## config.mk

```make
export PLATFORM = sky130hd
export DESIGN_NAME = ps2_host_tx
export DESIGN_NICKNAME = d
export VERILOG_FILES = /design/src/rtl/ps2_pkg.sv /design/src/rtl/ps2_line_filter.sv /design/src/rtl/ps2_host_tx.sv
export SDC_FILE = /design/constraint.sdc
export NUM_CORES = 1
export LEC_CHECK = 0
export ABC_AREA = 1
export CORE_UTILIZATION = 45
export CTS_CLUSTER_SIZE = 8
export DETAILED_ROUTE_END_ITERATION = 16
export PLACE_DENSITY = 0.72
export SLEW_MARGIN = 25
export SYNTH_ARGS = -nofsm -noshare
export SYNTH_HDL_FRONTEND = slang
export SYNTH_HIERARCHICAL = 1
export SYNTH_SLANG_ARGS = --single-unit
```

## constraint.sdc

```tcl
create_clock -name clock -period 4.1 [get_ports clock]
set_input_delay 0.615 -clock clock [delete_from_list [all_inputs] [get_ports clock]]
set_output_delay 0.615 -clock clock [all_outputs]
set_load 0.01 [all_outputs]
```

## src/rtl/ps2_pkg.sv

```systemverilog
// ps2_pkg: definitions shared by the PS/2 host transmitter and the scan-code
// receive path.
//   ps2_state_e       : host-to-device frame states
//   PS2_*_EDGE        : falling-edge numbers of the host-to-device frame
//   odd_parity()      : parity bit that makes data + parity an odd count of ones
package ps2_pkg;

   typedef enum logic [2:0] {
      IDLE,
      INHIBIT,
      REQ,
      BITS,
      ACK,
      WAIT_IDLE
   } ps2_state_e;

   // Falling edges 1..8 carry the data bits, 9 parity, 10 stop, 11 device ack.
   localparam logic [3:0] PS2_LAST_DATA_EDGE = 4'd8;
   localparam logic [3:0] PS2_PARITY_EDGE    = 4'd9;
   localparam logic [3:0] PS2_STOP_EDGE      = 4'd10;
   localparam logic [3:0] PS2_ACK_EDGE       = 4'd11;

   function automatic logic odd_parity(input logic [7:0] b);
      return ~^b;
   endfunction

endpackage

```

## src/rtl/ps2_line_filter.sv

```systemverilog
// ps2_line_filter: conditions one raw PS/2 pin.
//   clock  : system clock
//   reset  : asynchronous active-high reset (filtered level resets to 1)
//   pin_in : raw, asynchronous pin level
//   level  : filtered level; changes only after FILTER_LEN consecutive
//            synchronized samples disagree with it
//   fall   : one-cycle pulse, registered together with a 1->0 level change
module ps2_line_filter #(
   parameter int FILTER_LEN = 8
) (
   input  logic clock,
   input  logic reset,
   input  logic pin_in,
   output logic level,
   output logic fall
);

   localparam int CW = $clog2(FILTER_LEN + 1);
   localparam logic [CW-1:0] RUN_LAST = CW'(FILTER_LEN - 1);

   logic [1:0]    sync_q, sync_d;   // [0] first stage, [1] second stage
   logic          level_q, level_d;
   logic          fall_q, fall_d;
   logic [CW-1:0] run_q, run_d;     // disagreeing samples seen so far

   always_comb begin
      sync_d  = {sync_q[0], pin_in};
      level_d = level_q;
      fall_d  = 1'b0;
      run_d   = '0;
      if (sync_q[1] != level_q) begin
         // This sample is the FILTER_LEN-th disagreeing one in a row.
         if (run_q == RUN_LAST) begin
            level_d = sync_q[1];
            fall_d  = ~sync_q[1];
         end else begin
            run_d = run_q + 1'b1;
         end
      end
   end

   always_ff @(posedge clock or posedge reset) begin
      if (reset) begin
         sync_q  <= 2'b11;
         level_q <= 1'b1;
         fall_q  <= 1'b0;
         run_q   <= '0;
      end else begin
         sync_q  <= sync_d;
         level_q <= level_d;
         fall_q  <= fall_d;
         run_q   <= run_d;
      end
   end

   assign level = level_q;
   assign fall  = fall_q;

endmodule

```

## src/rtl/ps2_host_tx.sv

```systemverilog
// ps2_host_tx: host-to-device PS/2 transmitter. Sends one command byte:
// clock inhibit, start bit, 8 data bits LSB first, odd parity, stop, device ack.
//   clock, reset              : system clock, asynchronous active-high reset
//   tx_data, tx_start         : command byte and request pulse (taken in IDLE only)
//   ps2_clk_in, ps2_data_in   : raw pin levels
//   ps2_clk_oe, ps2_data_oe   : 1 = pull the pin low, 0 = release
//   tx_busy                   : frame in progress
//   tx_done, tx_error         : one-cycle completion / failure pulses
// All outputs come straight from flops.
module ps2_host_tx #(
   parameter int CLK_HZ         = 50_000_000,
   parameter int INHIBIT_CYCLES = 5000,
   parameter int TIMEOUT_CYCLES = 750_000,
   parameter int FILTER_LEN     = 8
) (
   input  logic       clock,
   input  logic       reset,
   input  logic [7:0] tx_data,
   input  logic       tx_start,
   input  logic       ps2_clk_in,
   input  logic       ps2_data_in,
   output logic       ps2_clk_oe,
   output logic       ps2_data_oe,
   output logic       tx_busy,
   output logic       tx_done,
   output logic       tx_error
);

   import ps2_pkg::*;

   // One counter serves the inhibit phase and the frame timeout; they never overlap.
   localparam int CNT_MAX = (TIMEOUT_CYCLES > INHIBIT_CYCLES) ? TIMEOUT_CYCLES : INHIBIT_CYCLES;
   localparam int CNT_W   = $clog2(CNT_MAX + 1);
   localparam logic [CNT_W-1:0] INHIBIT_LAST = CNT_W'(INHIBIT_CYCLES - 1);
   localparam logic [CNT_W-1:0] TIMEOUT_LAST = CNT_W'(TIMEOUT_CYCLES - 1);

   logic clk_level, clk_fall, data_level, unused_data_fall;

   ps2_line_filter #(.FILTER_LEN(FILTER_LEN)) u_clk_filter (
      .clock  (clock),
      .reset  (reset),
      .pin_in (ps2_clk_in),
      .level  (clk_level),
      .fall   (clk_fall)
   );

   ps2_line_filter #(.FILTER_LEN(FILTER_LEN)) u_data_filter (
      .clock  (clock),
      .reset  (reset),
      .pin_in (ps2_data_in),
      .level  (data_level),
      .fall   (unused_data_fall)
   );

   ps2_state_e       state_q, state_d;
   logic [7:0]       byte_q, byte_d;     // shifts right as bits go out
   logic             par_q, par_d;
   logic [3:0]       edge_q, edge_d;
   logic [CNT_W-1:0] cnt_q, cnt_d;
   logic             clk_oe_q, clk_oe_d;
   logic             data_oe_q, data_oe_d;
   logic             busy_q, busy_d;
   logic             done_q, done_d;
   logic             error_q, error_d;
   logic [3:0]       next_edge;

   assign next_edge = edge_q + 4'd1;

   always_comb begin
      state_d   = state_q;
      byte_d    = byte_q;
      par_d     = par_q;
      edge_d    = edge_q;
      cnt_d     = cnt_q;
      clk_oe_d  = clk_oe_q;
      data_oe_d = data_oe_q;
      busy_d    = busy_q;
      done_d    = 1'b0;
      error_d   = 1'b0;

      case (state_q)
         IDLE: begin
            // Clock falls here belong to device-to-host traffic; ignore them.
            if (tx_start) begin
               state_d   = INHIBIT;
               byte_d    = tx_data;
               par_d     = odd_parity(tx_data);
               cnt_d     = '0;
               busy_d    = 1'b1;
               clk_oe_d  = 1'b1;
               data_oe_d = 1'b0;
            end
         end

         INHIBIT: begin
            if (cnt_q == INHIBIT_LAST) begin
               state_d   = REQ;
               cnt_d     = '0;
               edge_d    = '0;
               clk_oe_d  = 1'b0;
               data_oe_d = 1'b1;   // start bit
            end else begin
               cnt_d = cnt_q + 1'b1;
            end
         end

         default: begin
            // REQ, BITS, ACK, WAIT_IDLE: all covered by the frame timeout.
            cnt_d = cnt_q + 1'b1;
            if (cnt_q == TIMEOUT_LAST) begin
               state_d   = IDLE;
               clk_oe_d  = 1'b0;
               data_oe_d = 1'b0;
               busy_d    = 1'b0;
               error_d   = 1'b1;
            end else begin
               case (state_q)
                  REQ, BITS: begin
                     if (clk_fall) begin
                        edge_d  = next_edge;
                        state_d = BITS;
                        if (next_edge <= PS2_LAST_DATA_EDGE) begin
                           data_oe_d = ~byte_q[0];
                           byte_d    = {1'b0, byte_q[7:1]};
                        end else if (next_edge == PS2_PARITY_EDGE) begin
                           data_oe_d = ~par_q;
                        end else begin
                           // Stop edge: release data so the device can ack.
                           data_oe_d = 1'b0;
                           state_d   = ACK;
                        end
                     end
                  end

                  ACK: begin
                     if (clk_fall && next_edge == PS2_ACK_EDGE) begin
                        edge_d = next_edge;
                        if (!data_level) begin
                           state_d = WAIT_IDLE;
                        end else begin
                           state_d   = IDLE;
                           clk_oe_d  = 1'b0;
                           data_oe_d = 1'b0;
                           busy_d    = 1'b0;
                           error_d   = 1'b1;
                        end
                     end
                  end

                  WAIT_IDLE: begin
                     if (clk_level && data_level) begin
                        state_d = IDLE;
                        busy_d  = 1'b0;
                        done_d  = 1'b1;
                     end
                  end

                  default: begin
                     state_d = state_q;
                  end
               endcase
            end
         end
      endcase
   end

   always_ff @(posedge clock or posedge reset) begin
      if (reset) begin
         state_q   <= IDLE;
         byte_q    <= '0;
         par_q     <= 1'b0;
         edge_q    <= '0;
         cnt_q     <= '0;
         clk_oe_q  <= 1'b0;
         data_oe_q <= 1'b0;
         busy_q    <= 1'b0;
         done_q    <= 1'b0;
         error_q   <= 1'b0;
      end else begin
         state_q   <= state_d;
         byte_q    <= byte_d;
         par_q     <= par_d;
         edge_q    <= edge_d;
         cnt_q     <= cnt_d;
         clk_oe_q  <= clk_oe_d;
         data_oe_q <= data_oe_d;
         busy_q    <= busy_d;
         done_q    <= done_d;
         error_q   <= error_d;
      end
   end

   assign ps2_clk_oe  = clk_oe_q;
   assign ps2_data_oe = data_oe_q;
   assign tx_busy     = busy_q;
   assign tx_done     = done_q;
   assign tx_error    = error_q;

endmodule

```

After elaboration in Yosys (flattened, before gate mapping)
Index checks and enable logic that the tools add are counted.

Register bits after elaboration: 56. Logic and storage cells: 138.

Add/sub/neg operators: 4. Magnitude comparators: 1. Equal/unequal tests: 26. Multiplexer cells: 60. Bitwise operators: 5. Reduce and logical (&&, ||, !) cells: 25.

Operators by type and width (count): $mux 20 (2); $mux 8 (5); $pmux 20 s2 (1); $mux 4 (8); $reduce_and 6->1 (5); $mux 3 (9); $mux 1 (25); $add 20x1->20 const B (1); $eq 20x13->1 const B (1); $eq 20x20->1 const B (1); $pmux 4 s2 (2); $pmux 8 s2 (1); $reduce_bool 4->1 (4); $add 4x1->4 const B (3); $ne 5x4->1 const B (2); $pmux 1 s2 (5); $pmux 3 s3 (1); $eq 4x3->1 const B (2); $eq 4x4->1 const B (2); $ne 4x3->1 const B (2); $reduce_xnor 8->1 (1); $eq 3x2->1 const B (2); $eq 3x3->1 const B (2); $pmux 3 s2 (1); other kinds (20) (33).

Logic depth before layout (Yosys ltp)
Word-level depth: 8. Depth in mapped cells: 13. Gate-level depth less buffers: 13.

By module
The synthesis kept the hierarchy.

By module, submodules not included: ps2_host_tx (instances 1, cells an instance 403, area each 2942.8 µm², seq. area each 1026.0 µm²); ps2_line_filter (instances 2, cells an instance 32, area each 321.6 µm², seq. area each 203.9 µm²).

Worst setup path after synthesis
OpenSTA, ideal clock, no wires.

Path kind: flip-flop to flip-flop. Start point: register cnt_q[0]. End point: register edge_q[1]. Data arrival time: 1455 ps. Slack: 2528 ps. Stages on the path, launching flop included: 10. Clock period less this slack: 1572 ps. Cell sequence: dfrtp_1 > ha_1 > inv_1 > nor2_8 > nand3_4 > nand2_1 > o21ai_2 > nand2_4 > nand2_1 > nand2_1.

Cells in the longest elaborated chain, start to end: 3.

RTL lines: start, declared (line ps2_host_tx.sv:59) `logic [CNT_W-1:0] cnt_q, cnt_d;`; start signal, assigned (line ps2_host_tx.sv:184) `cnt_q <= cnt_d;`; $eq 20x20->1 or $eq 20x13->1 (tied branches) (line ps2_host_tx.sv:110, ps2_host_tx.sv:96); $ne 2x1->1 (no source line) or $ne 2x2->1 (tied branches); $reduce_and 6->1 (no source line) (*); end signal, assigned (line ps2_host_tx.sv:183) `edge_q <= edge_d;`; end, declared (line ps2_host_tx.sv:58) `logic [3:0] edge_q, edge_d;`.

Mark *: on every way between the ends. The rest lies on a longest branch, timed or not. A chain may end at the register's enable or synchronous reset.

Worst setup path after layout
Start point: register busy_q (netlist: tx_busy). End point: output port tx_busy.

RTL lines: start, declared (line ps2_host_tx.sv:62) `logic busy_q, busy_d;`; start signal, assigned (line ps2_host_tx.sv:187) `busy_q <= busy_d;`; end, declared (line ps2_host_tx.sv:24) `output logic tx_busy,`.

No word-level cell between the ends.

==> summary.txt <==
Setup path
  – R2R Setup Slk: between 2 and 2.5 ns
  – WP data required: 3.48 ns
  – Crit path depth: 1
  – CP Cell Sequence: clkdlybuf4s50_1
  – Largest delay share family, worst path: buffers and inverters
  – R2R Path Start: cnt_q[0]
  – Data arrival time of the critical path: 1.23 ns
  – CP bufs+invs: 1
  – Worst setup SP type: flip-flop
  – Crit path largest cell delay: 0.54 ns
  – Critical path capture point type: primary output
  – R2r worst-path depth: 7
  – Crit Path Max Fanout: 2
  – CP Class: flip-flop to primary output
  – Critical-path top delay cell: clkdlybuf4s50_1
  – Worst flop-to-flop path endpoint: cnt_q[11]

Final layout
  – Layout area overhead: 9.99%
  – Layout cell share with drive strength beyond 1: 0.151
  – Area occupied by multi-input gates: around 1900 sq um
  – # nets final: 503
  – Antenna diode count: 0
  – # fillers: 758
  – Core Util, Final: 0.509
  – Reg area: approximately 1400 sq um

STA
  – Final Hold Viols: 0
  – Fin Clk Skew: about 0.0075 ns
  – Max Freq: between 500 and 600 MHz
  – Setup violators final: 0
  – Max Transition Viols Final: 0
  – Unrepaired setup endpoints after global routing: false
  – Relative slew slack: 0.644
  – Setup TNS Final: 0 ns
  – Final Cycle Share: 0.450
  – Worst Hold Slack: 0.364 ns
  – Crit path time final: around 1.8 ns
  – Tightest Pin Transition: 0.534 ns

Routing
  – Vias per cell: 4.94
  – Final WL: slightly above 7000 microns
  – Initial DRC Count: 166
  – Number of remaining DRC errors: 0
  – Routed wire per std cell: 12.1 microns
  – Antenna Nets Post-Route: 0
  – Routed vias: 2898
  – First drt pass iteration count: 4

Synth
  – Syn Nets: 484
  – Post-Syn Instances: 465
  – Post-synthesis average cell area: 7.65 sq um
  – Yosys warns: 6
  – Cell Area, Synth: 3560 sq um

Place
  – GP Congestion: 0.904
  – Detailed placer's ending HPWL: 5410 microns
  – IO buf count: 17

Die
  – Area of the die: 8260 sq um
  – # IOs: 18
  – Row count: 32
  – DIE HEIGHT: 90.9 microns
  – Core area: between 7000 and 8000 sq um
  – Die X: 90.9 microns
  – Initial Utilization: 0.463

GRT
  – First-pass GRT wire length: 12300 microns
  – Global Route Usage Sum: 0.184
  – Vias in the first global route: 2766
  – Antenna violations before repair: 0
  – Largest net degree at the start of global routing: 42
  – Grt ovf: 0

Clock tree
  – Htree depth: 2
  – CTS Buf Count: 5
  – PostCTS Resize Cnt: 0
  – Clock Root Buffer: clkbuf_8
  – Clock Latency Late Sink: ~0.32 ns
  – Hold-fix buffers, CTS: 0
  – Clock Pin Slew Worst Setup and Hold Paths: 0.11 ns
  – Worst-case clock buffer depth: 2
  – Post-CTS setup repair buffer count: 0
  – CTS sink count: 56
  – CTS tree: built

Min path
  – Worst Hold End: u_clk_filter/sync_q[1]
  – Hold WC Path Type: flip-flop to flip-flop
  – Hold depth: 0
  – Hold_sp: u_clk_filter/sync_q[0]

Power and ir drop
  – Peak supply drop: approximately 0.00025 V
  – Total chip power: 2.02 mW
  – Leakage power total: 1.84 nW
  – Power Density: 516 nW/um^2

Run status
  – Status: finished clean

Flow run
  – Max-cap violation count: 0
==> state kept, by name (all words and copies together) (netlist names), 2 cells and up <==
name / cells
byte_q: 8
cnt_q: 20
edge_q: 4
state_q: 3
u_clk_filter/run_q: 4
u_clk_filter/sync_q: 2
u_data_filter/run_q: 4
u_data_filter/sync_q: 2
==> layout by cell type (no fill, tap or decap), types with 5 or more instances in the layout <==
cell	instances
nor2_4	6
nand2_2	8
clkbuf_8	5
nor2_2	11
inv_2	7
ha_1	6
nand2_1	112
clkdlybuf4s50_1	17
nand4_1	8
dfrtp_1	50
nand3_2	5
xor2_1	6
nor2_1	54
xnor2_1	10
a21oi_1	17
o21ai_1	7
inv_1	56
nand3_1	32
o21ai_0	23
nand2_4	7
dfstp_2	6
==> worst max-delay path by stage <==
| stage | from | end | slack (ns) |
|---|---|---|---|
| 2_1_floorplan | cnt_q[0] | edge_q[1] | 2.53 |
| 3_3_place_gp | tx_start | cnt_q[7] | 2.05 |
| 3_5_place_dp | tx_start | cnt_q[13] | 2.00 |
| 4_1_cts | ps2_data_oe | ps2_data_oe | 2.22 |
| 5_1_grt | state_q[0] | cnt_q[13] | 2.09 |
| 6_report | tx_busy | tx_busy | 2.25 |
==> power by group <==
group	switching (mW)	internal [mW]
sequential	0.150	0.688
clock	0.201	0.126
combinational	0.536	0.317
total	0.887	1.13
==> per-layer routing <==
layer | track usage | vias up | part of all wire
met5 | 0 | - | 0
met4 | 0.0794 | 0 | 0.025
met3 | 0.0303 | 18 | 0.030
met2 | 0.311 | 56 | 0.48
met1 | 0.232 | 1317 | 0.46
li1 | - | 1507 | -
==> layout make-up <==
type,count,area share
Clock buffer,5,0.0176
Clock inverter,3,0.00704
Tap cell,102,0.0326
Sequential cell,56,0.360
Timing Repair Buffer,18,0.0454
Multi-Input combinational cell,339,0.475
Inverter,64,0.0627
==> stage by stage <==
stage          instances  worst slack (ns)  instance area, sq um
2_1_floorplan        465              2.53                  3560
3_3_place_gp         579              2.05                  3820
3_5_place_dp         579              2.00                  3820
4_1_cts              587              2.22                  3910
5_1_grt              587              2.09                  3910
6_report             587              2.25                  3910
Power figures use the tool's default switching activity.
